### config.mk
export PLATFORM = sky130hd
export DESIGN_NAME = vga_fifo_reader
export DESIGN_NICKNAME = d
export VERILOG_FILES = /design/src/rtl/vga_fifo_reader.sv
export SDC_FILE = /design/constraint.sdc
export NUM_CORES = 1
export LEC_CHECK = 0
export CAP_MARGIN = 25
export CELL_PAD_IN_SITES_DETAIL_PLACEMENT = 2
export CELL_PAD_IN_SITES_GLOBAL_PLACEMENT = 2
export CORE_AREA = 2 2 60 62
export DETAILED_ROUTE_END_ITERATION = 7
export DIE_AREA = 0 0 62 64
export PLACE_DENSITY_LB_ADDON = 0.25
export SLEW_MARGIN = 20
export SYNTH_ARGS = -nofsm -noshare
export SYNTH_HDL_FRONTEND = slang
export SYNTH_SLANG_ARGS = --single-unit
### constraint.sdc
create_clock -name clock -period 3.3 [get_ports clock]
set_clock_uncertainty 0.1 [all_clocks]
set_input_delay 0.66 -clock clock [delete_from_list [all_inputs] [get_ports clock]]
set_output_delay 0.66 -clock clock [all_outputs]
set_load 0.03 [all_outputs]
### src/rtl/vga_fifo_reader.sv
// VGA raster timing that pops one FIFO word per visible pixel; de/hsync/vsync/colour appear 1 cycle after the counters.
// No backpressure: the raster never stalls, an empty FIFO yields black. `VGA_UNDERRUN_FLAG_EN adds a sticky underrun output.
module vga_fifo_reader #(
   parameter int H_ACTIVE = 640,
   parameter int H_FP     = 16,
   parameter int H_SYNC   = 96,
   parameter int H_BP     = 48,
   parameter int V_ACTIVE = 480,
   parameter int V_FP     = 10,
   parameter int V_SYNC   = 2,
   parameter int V_BP     = 33
) (
   input  logic       clock,
   input  logic       reset,
   input  logic       E,
   input  logic [2:0] dataIn_RGB,
   output logic       RE,
   output logic [2:0] dataOut_RGB,
   output logic       hsync,
   output logic       vsync,
   output logic       de
`ifdef VGA_UNDERRUN_FLAG_EN
   ,
   output logic       underrun
`endif
);

   localparam int HT = H_ACTIVE + H_FP + H_SYNC + H_BP;
   localparam int VT = V_ACTIVE + V_FP + V_SYNC + V_BP;
   localparam int HW = $clog2(HT);
   localparam int VW = $clog2(VT);

   logic [HW-1:0] hcnt;
   logic [VW-1:0] vcnt;
   logic          active;
   logic          h_last;
   logic          v_last;
   logic          hs_zone;
   logic          vs_zone;
   logic          pop;

   // Comparisons done in 32-bit int so sync bounds equal to HT/VT never truncate.
   always_comb begin
      h_last  = (int'(hcnt) == HT - 1);
      v_last  = (int'(vcnt) == VT - 1);
      active  = (int'(hcnt) < H_ACTIVE) && (int'(vcnt) < V_ACTIVE);
      hs_zone = (int'(hcnt) >= H_ACTIVE + H_FP) && (int'(hcnt) < H_ACTIVE + H_FP + H_SYNC);
      vs_zone = (int'(vcnt) >= V_ACTIVE + V_FP) && (int'(vcnt) < V_ACTIVE + V_FP + V_SYNC);
   end

   assign RE = active & ~E & ~reset;

   always_ff @(posedge clock) begin
      if (reset) begin
         hcnt <= '0;
         vcnt <= '0;
      end else begin
         if (h_last) begin
            hcnt <= '0;
            vcnt <= v_last ? '0 : vcnt + VW'(1);
         end else begin
            hcnt <= hcnt + HW'(1);
         end
      end
   end

   always_ff @(posedge clock) begin
      if (reset) begin
         pop   <= 1'b0;
         de    <= 1'b0;
         hsync <= 1'b1;
         vsync <= 1'b1;
      end else begin
         pop   <= RE;
         de    <= active;
         hsync <= ~hs_zone;
         vsync <= ~vs_zone;
      end
   end

   // FIFO data arrives the cycle after the pop, so gating it with the registered pop aligns it with de.
   assign dataOut_RGB = pop ? dataIn_RGB : 3'b000;

`ifdef VGA_UNDERRUN_FLAG_EN
   always_ff @(posedge clock) begin
      if (reset)
         underrun <= 1'b0;
      else if (active && E)
         underrun <= 1'b1;
   end
`endif

endmodule

# Word level (Yosys, flattened, before mapping)
# Index checks and enable logic that the tools add are counted.
[totals]
output_inout_bits = 7
input_bits = 6
elab_cells = 28
regBits = 24
[classes]
n_addsub = 2
reduce_logical = 4
mux = 2
n_lt_le_gt_ge = 6
bitwise_logic = 6
n_eq_ne = 2
[op_table]
columns = ["op", "count"]
rows = [
  ["10-bit by 1-bit adder with 10-bit output, second input constant", 2],
  ["10-bit < comparator, second input constant", 2],
  ["10-bit by 9-bit < comparator with 1-bit output, second input constant", 2],
  ["10-bit == test, second input constant", 1],
  ["10-bit by 9-bit == test with 1-bit output, second input constant", 1],
  ["10-bit >= comparator, second input constant", 1],
  ["10-bit by 9-bit >= comparator with 1-bit output, second input constant", 1],
  ["10-bit two-way mux", 1],
  ["1-bit NOT", 4],
  ["1-bit logical AND", 3],
  ["3-bit two-way mux", 1],
  ["1-bit bitwise AND", 2],
  ["2-bit OR reduction", 1],
]

# Logic depth before layout (Yosys ltp)
[depth]
depth_word = 4
ltp_mapped = 6
ltp_nobuf = 6

# Least setup slack after synthesis
# Ideal clock, no wire load.
[synth_path]
path_kind = "in2out"
start = "input reset"
end = "output RE"
path_stages = 4
arrival_ns = 1.558
required_ns = 2.540
setup_slack_ns = 0.982
path_buffers = 1
cell_sequence = "clkbuf_1 -> nor2_1 -> and3_1 -> nor2b_1"
[synth_via]
elab_chain_len = 2
[synth_rtl]
columns = ["item", "line_no", "text"]
rows = [
  ["start: declaration", "14", "input logic reset,"],
  ["1-bit NOT", "51", "assign RE = active & ~E & ~reset;"],
  ["1-bit bitwise AND", "51", ""],
  ["end: declaration", "17", "output logic RE,"],
]
# Every way passes these cells.

# Worst setup path in the final report
# Same ends and word-level chain as after synthesis.

==> flow_metrics.py <==
metrics = {
    "timing": {
        "fin_setup_tns_ps": 0,
        "setup_viol": 0,
        "worstMarginPinSlew_ps": 579,
        "period_share": 0.912,
        "hold_viol_final": 0,
        "finalMaxSlewViolations": 0,
        "slew_headroom": 0.610,
        "rsz0062_at_grt": "no",
        "finalWorstSetupSlack_ps": 290,
        "min_period_ps": 3010,
        "fmax_ghz": 0.332,
        "fin_hold_ws_ps": 397,
    },
    "clocking": {
        "cts_buffers": 3,
        "ctsResizeCount": 0,
        "cts_buffer_depth": 2,
        "post_cts_buffers": 0,
        "clkLatencyLatePin_ps": 310,
        "clock-root-buffer": "clkbuf_4",
        "htreeDepth": 1,
        "cts_tree": "yes",
        "clk_pin_slew_worst_paths_ps": 130,
        "holdBufCountCts": 0,
        "clock-sinks": 24,
    },
    "layout": {
        "layout_commonest_cell": "dfxtp_1",
        "fin_cells": 187,
        "fin_nets": 153,
        "drive_gt1_frac": 0.0567,
        "final_cell_mix": "dfxtp_1, nor2_1, clkdlybuf4s50_1, nand3_1",
        "syn_to_final_growth_pct": 17.3,
        "n_fill_cell": 383,
        "antenna_cells": 0,
    },
    "worst_setup_path": {
        "worst_r2r_startpoint": "hcnt[0]",
        "cp_slowest_stage_delay_ps": 680,
        "crit_path_top_delay_cell": "clkdlybuf4s50_1",
        "crit_type": "primary input to output port",
        "crit_path_frequent_cell": "clkdlybuf4s50_1",
        "crit_path_start_kind": "primary input",
        "rrSetupSlack_ps": 1080,
        "cp_cell_sequence": "clkdlybuf4s50_1, nor2_1, and3_1, nor2b_1, clkdlybuf4s50_1",
        "cp.buffers_inverters": 2,
        "cp_top_family": "buffers and inverters",
        "regToRegEndpoint": "vcnt[9]",
        "crit_path_max_fanout": 3,
        "cp.arrival_ps": 2250,
        "cp.required_ps": 2540,
        "endpoint_kind": "output port",
        "reg2reg_depth": 5,
    },
    "route": {
        "wl_per_cell_um": 15.6,
        "vias": 1003,
        "dr.pass1.iters": 4,
        "route.detailed.drc": 0,
        "routed_wl_um": 2920,
        "routed_via_density": 5.36,
        "first_iter_violations": 24,
        "postRouteAntennaNets": 0,
    },
    "min_path": {
        "hold_end": "hcnt[0]",
        "min_path_cells": 1,
        "hp-start": "hcnt[0]",
        "hold_class": "flip-flop to flip-flop",
    },
    "global_route": {
        "grt_overflow_total": 0,
        "grt_pass1_wl_um": 5110,
        "grt.met1_usage": 0.227,
        "gr-usage-all-layers": 0.173,
        "grt_max_degree": 13,
        "antenna_found_initial": 0,
        "grt_pass1_vias": 1032,
        "grt_util_met3": 0.0304,
        "groute.layer.met2.usage": 0.285,
        "top_usage_layer": "met2",
    },
    "power_and_ir_drop": {
        "powerDensity_nw_per_um2": 345,
        "worst_ir_drop_vdd_mv": 0.118,
        "p_leak_nw": 0.452,
    },
    "floorplanning": {
        "io_pins": 13,
        "rows": 21,
        "die_x_um": 62,
        "core_um2": 3280,
        "die_y_um": 64,
        "start_util": 0.346,
        "die_area_um2": 3970,
    },
    "run_status": {
        "status": "finished, final reports clean",
    },
    "synthesis": {
        "syn-num-nets": 138,
        "syn-cell-area_um2": 1140,
        "avgSynthCellArea_um2": 8.88,
        "synth-seq-cells": 24,
        "ys_seq_area_frac": 0.423,
        "yosys.area.top_type": "dfxtp_1",
        "postSynthCellCount": 128,
        "synth_warnings": 0,
        "synth.distinct_cells": 30,
        "synth_top_area_share": 0.423,
        "synthTopCellsByArea": "dfxtp_1, xnor2_1, xor2_1",
    },
    "placement": {
        "dp_cells": 184,
        "dpl.hpwl_um": 2270,
        "io_buffers": 12,
        "gp_congestion": 0.822,
        "place_ws_ps": 282,
    },
    "job": {
        "maxCapViolCount": 0,
    },
}
worst reg2reg max path, delay by kind of cell (launching register included):
family | cells | cell delay [ps]
AO/OA/AOI/OAI | 1 | 170
AND/OR/NAND/NOR | 3 | 1220
adder cells (fa/ha/maj) | 1 | 250
flip-flops | 1 | 420
per-stage QoR:
step	cell area (µm²)	util	total power, mW
floorplan	1140	-	0.321
global placement	1310	0.399	0.337
detailed placement	1310	0.399	0.339
CTS	1330	0.406	0.476
global route	1330	0.406	0.491
finish	1330	0.406	0.459
worst max path at each step:
stage | startpoint | endpoint | slack [ps] | depth (start not counted)
2_1_floorplan | reset | RE | 980 | 4
3_3_place_gp | reset | RE | 310 | 5
5_1_grt | reset | RE | 200 | 5
3_5_place_dp | reset | RE | 280 | 5
6_report | reset | RE | 290 | 5
4_1_cts | reset | RE | 280 | 5
layout make-up:
cell class | count | area (µm²) | area share
repair buffers | 13 | 128 | 0.0958
well taps | 46 | 57.6 | 0.0432
flip-flops and latches | 24 | 480 | 0.361
clock buffers | 3 | 22.5 | 0.0169
multi-input cells | 96 | 626 | 0.469
inverters | 5 | 18.8 | 0.0141
kinds of logic (layout without fill, tap and decap cells):
family / count (synthesis) / after routing / synth area share
multiplexers: 1 / 1 / 0.00881
adder cells (fa/ha/maj): 4 / 4 / 0.0441
buffers and inverters: 8 / 21 / 0.0264
AND/OR/NAND/NOR: 67 / 67 / 0.338
XOR/XNOR: 13 / 13 / 0.100
flip-flops: 24 / 24 / 0.423
AO/OA/AOI/OAI: 11 / 11 / 0.0595
report_power, final:
| part | switching, mW | internal (mW) |
|---|---|---|
| logic | 0.0172 | 0.0160 |
| registers | 0.00418 | 0.294 |
| clock network | 0.0851 | 0.0427 |
| total | 0.106 | 0.353 |
registers in the layout, indices dropped and copies added, names as in the netlist:
register,cells
hcnt,10
de,1
pop,1
hsync,1
vcnt,10
vsync,1
routing by layer:
layer | part of all wire | up-vias
li1 | - | 482
met1 | 0.45 | 498
met2 | 0.50 | 21
met3 | 0.039 | 2
met4 | 0.0062 | 0
met5 | 0 | -
synth_stat cells, drive strengths merged:
cell type,n
ha,4
nand3,8
nor2,13
nor4,4
inv,5
and2,4
a31o,2
a21oi,5
nor2b,4
nand2,7
nor3b,1
dfxtp,24
or3b,1
xor2,6
nand4b,2
or3,2
or4,3
o31ai,2
o21ai,2
and4,2
mux2i,1
and4bb,1
nand4,5
nand3b,1
nor4b,1
and3,3
nor3,4
clkbuf,3
xnor2,7
nand2b,1
No activity file was read; power rests on OpenSTA's default activity.
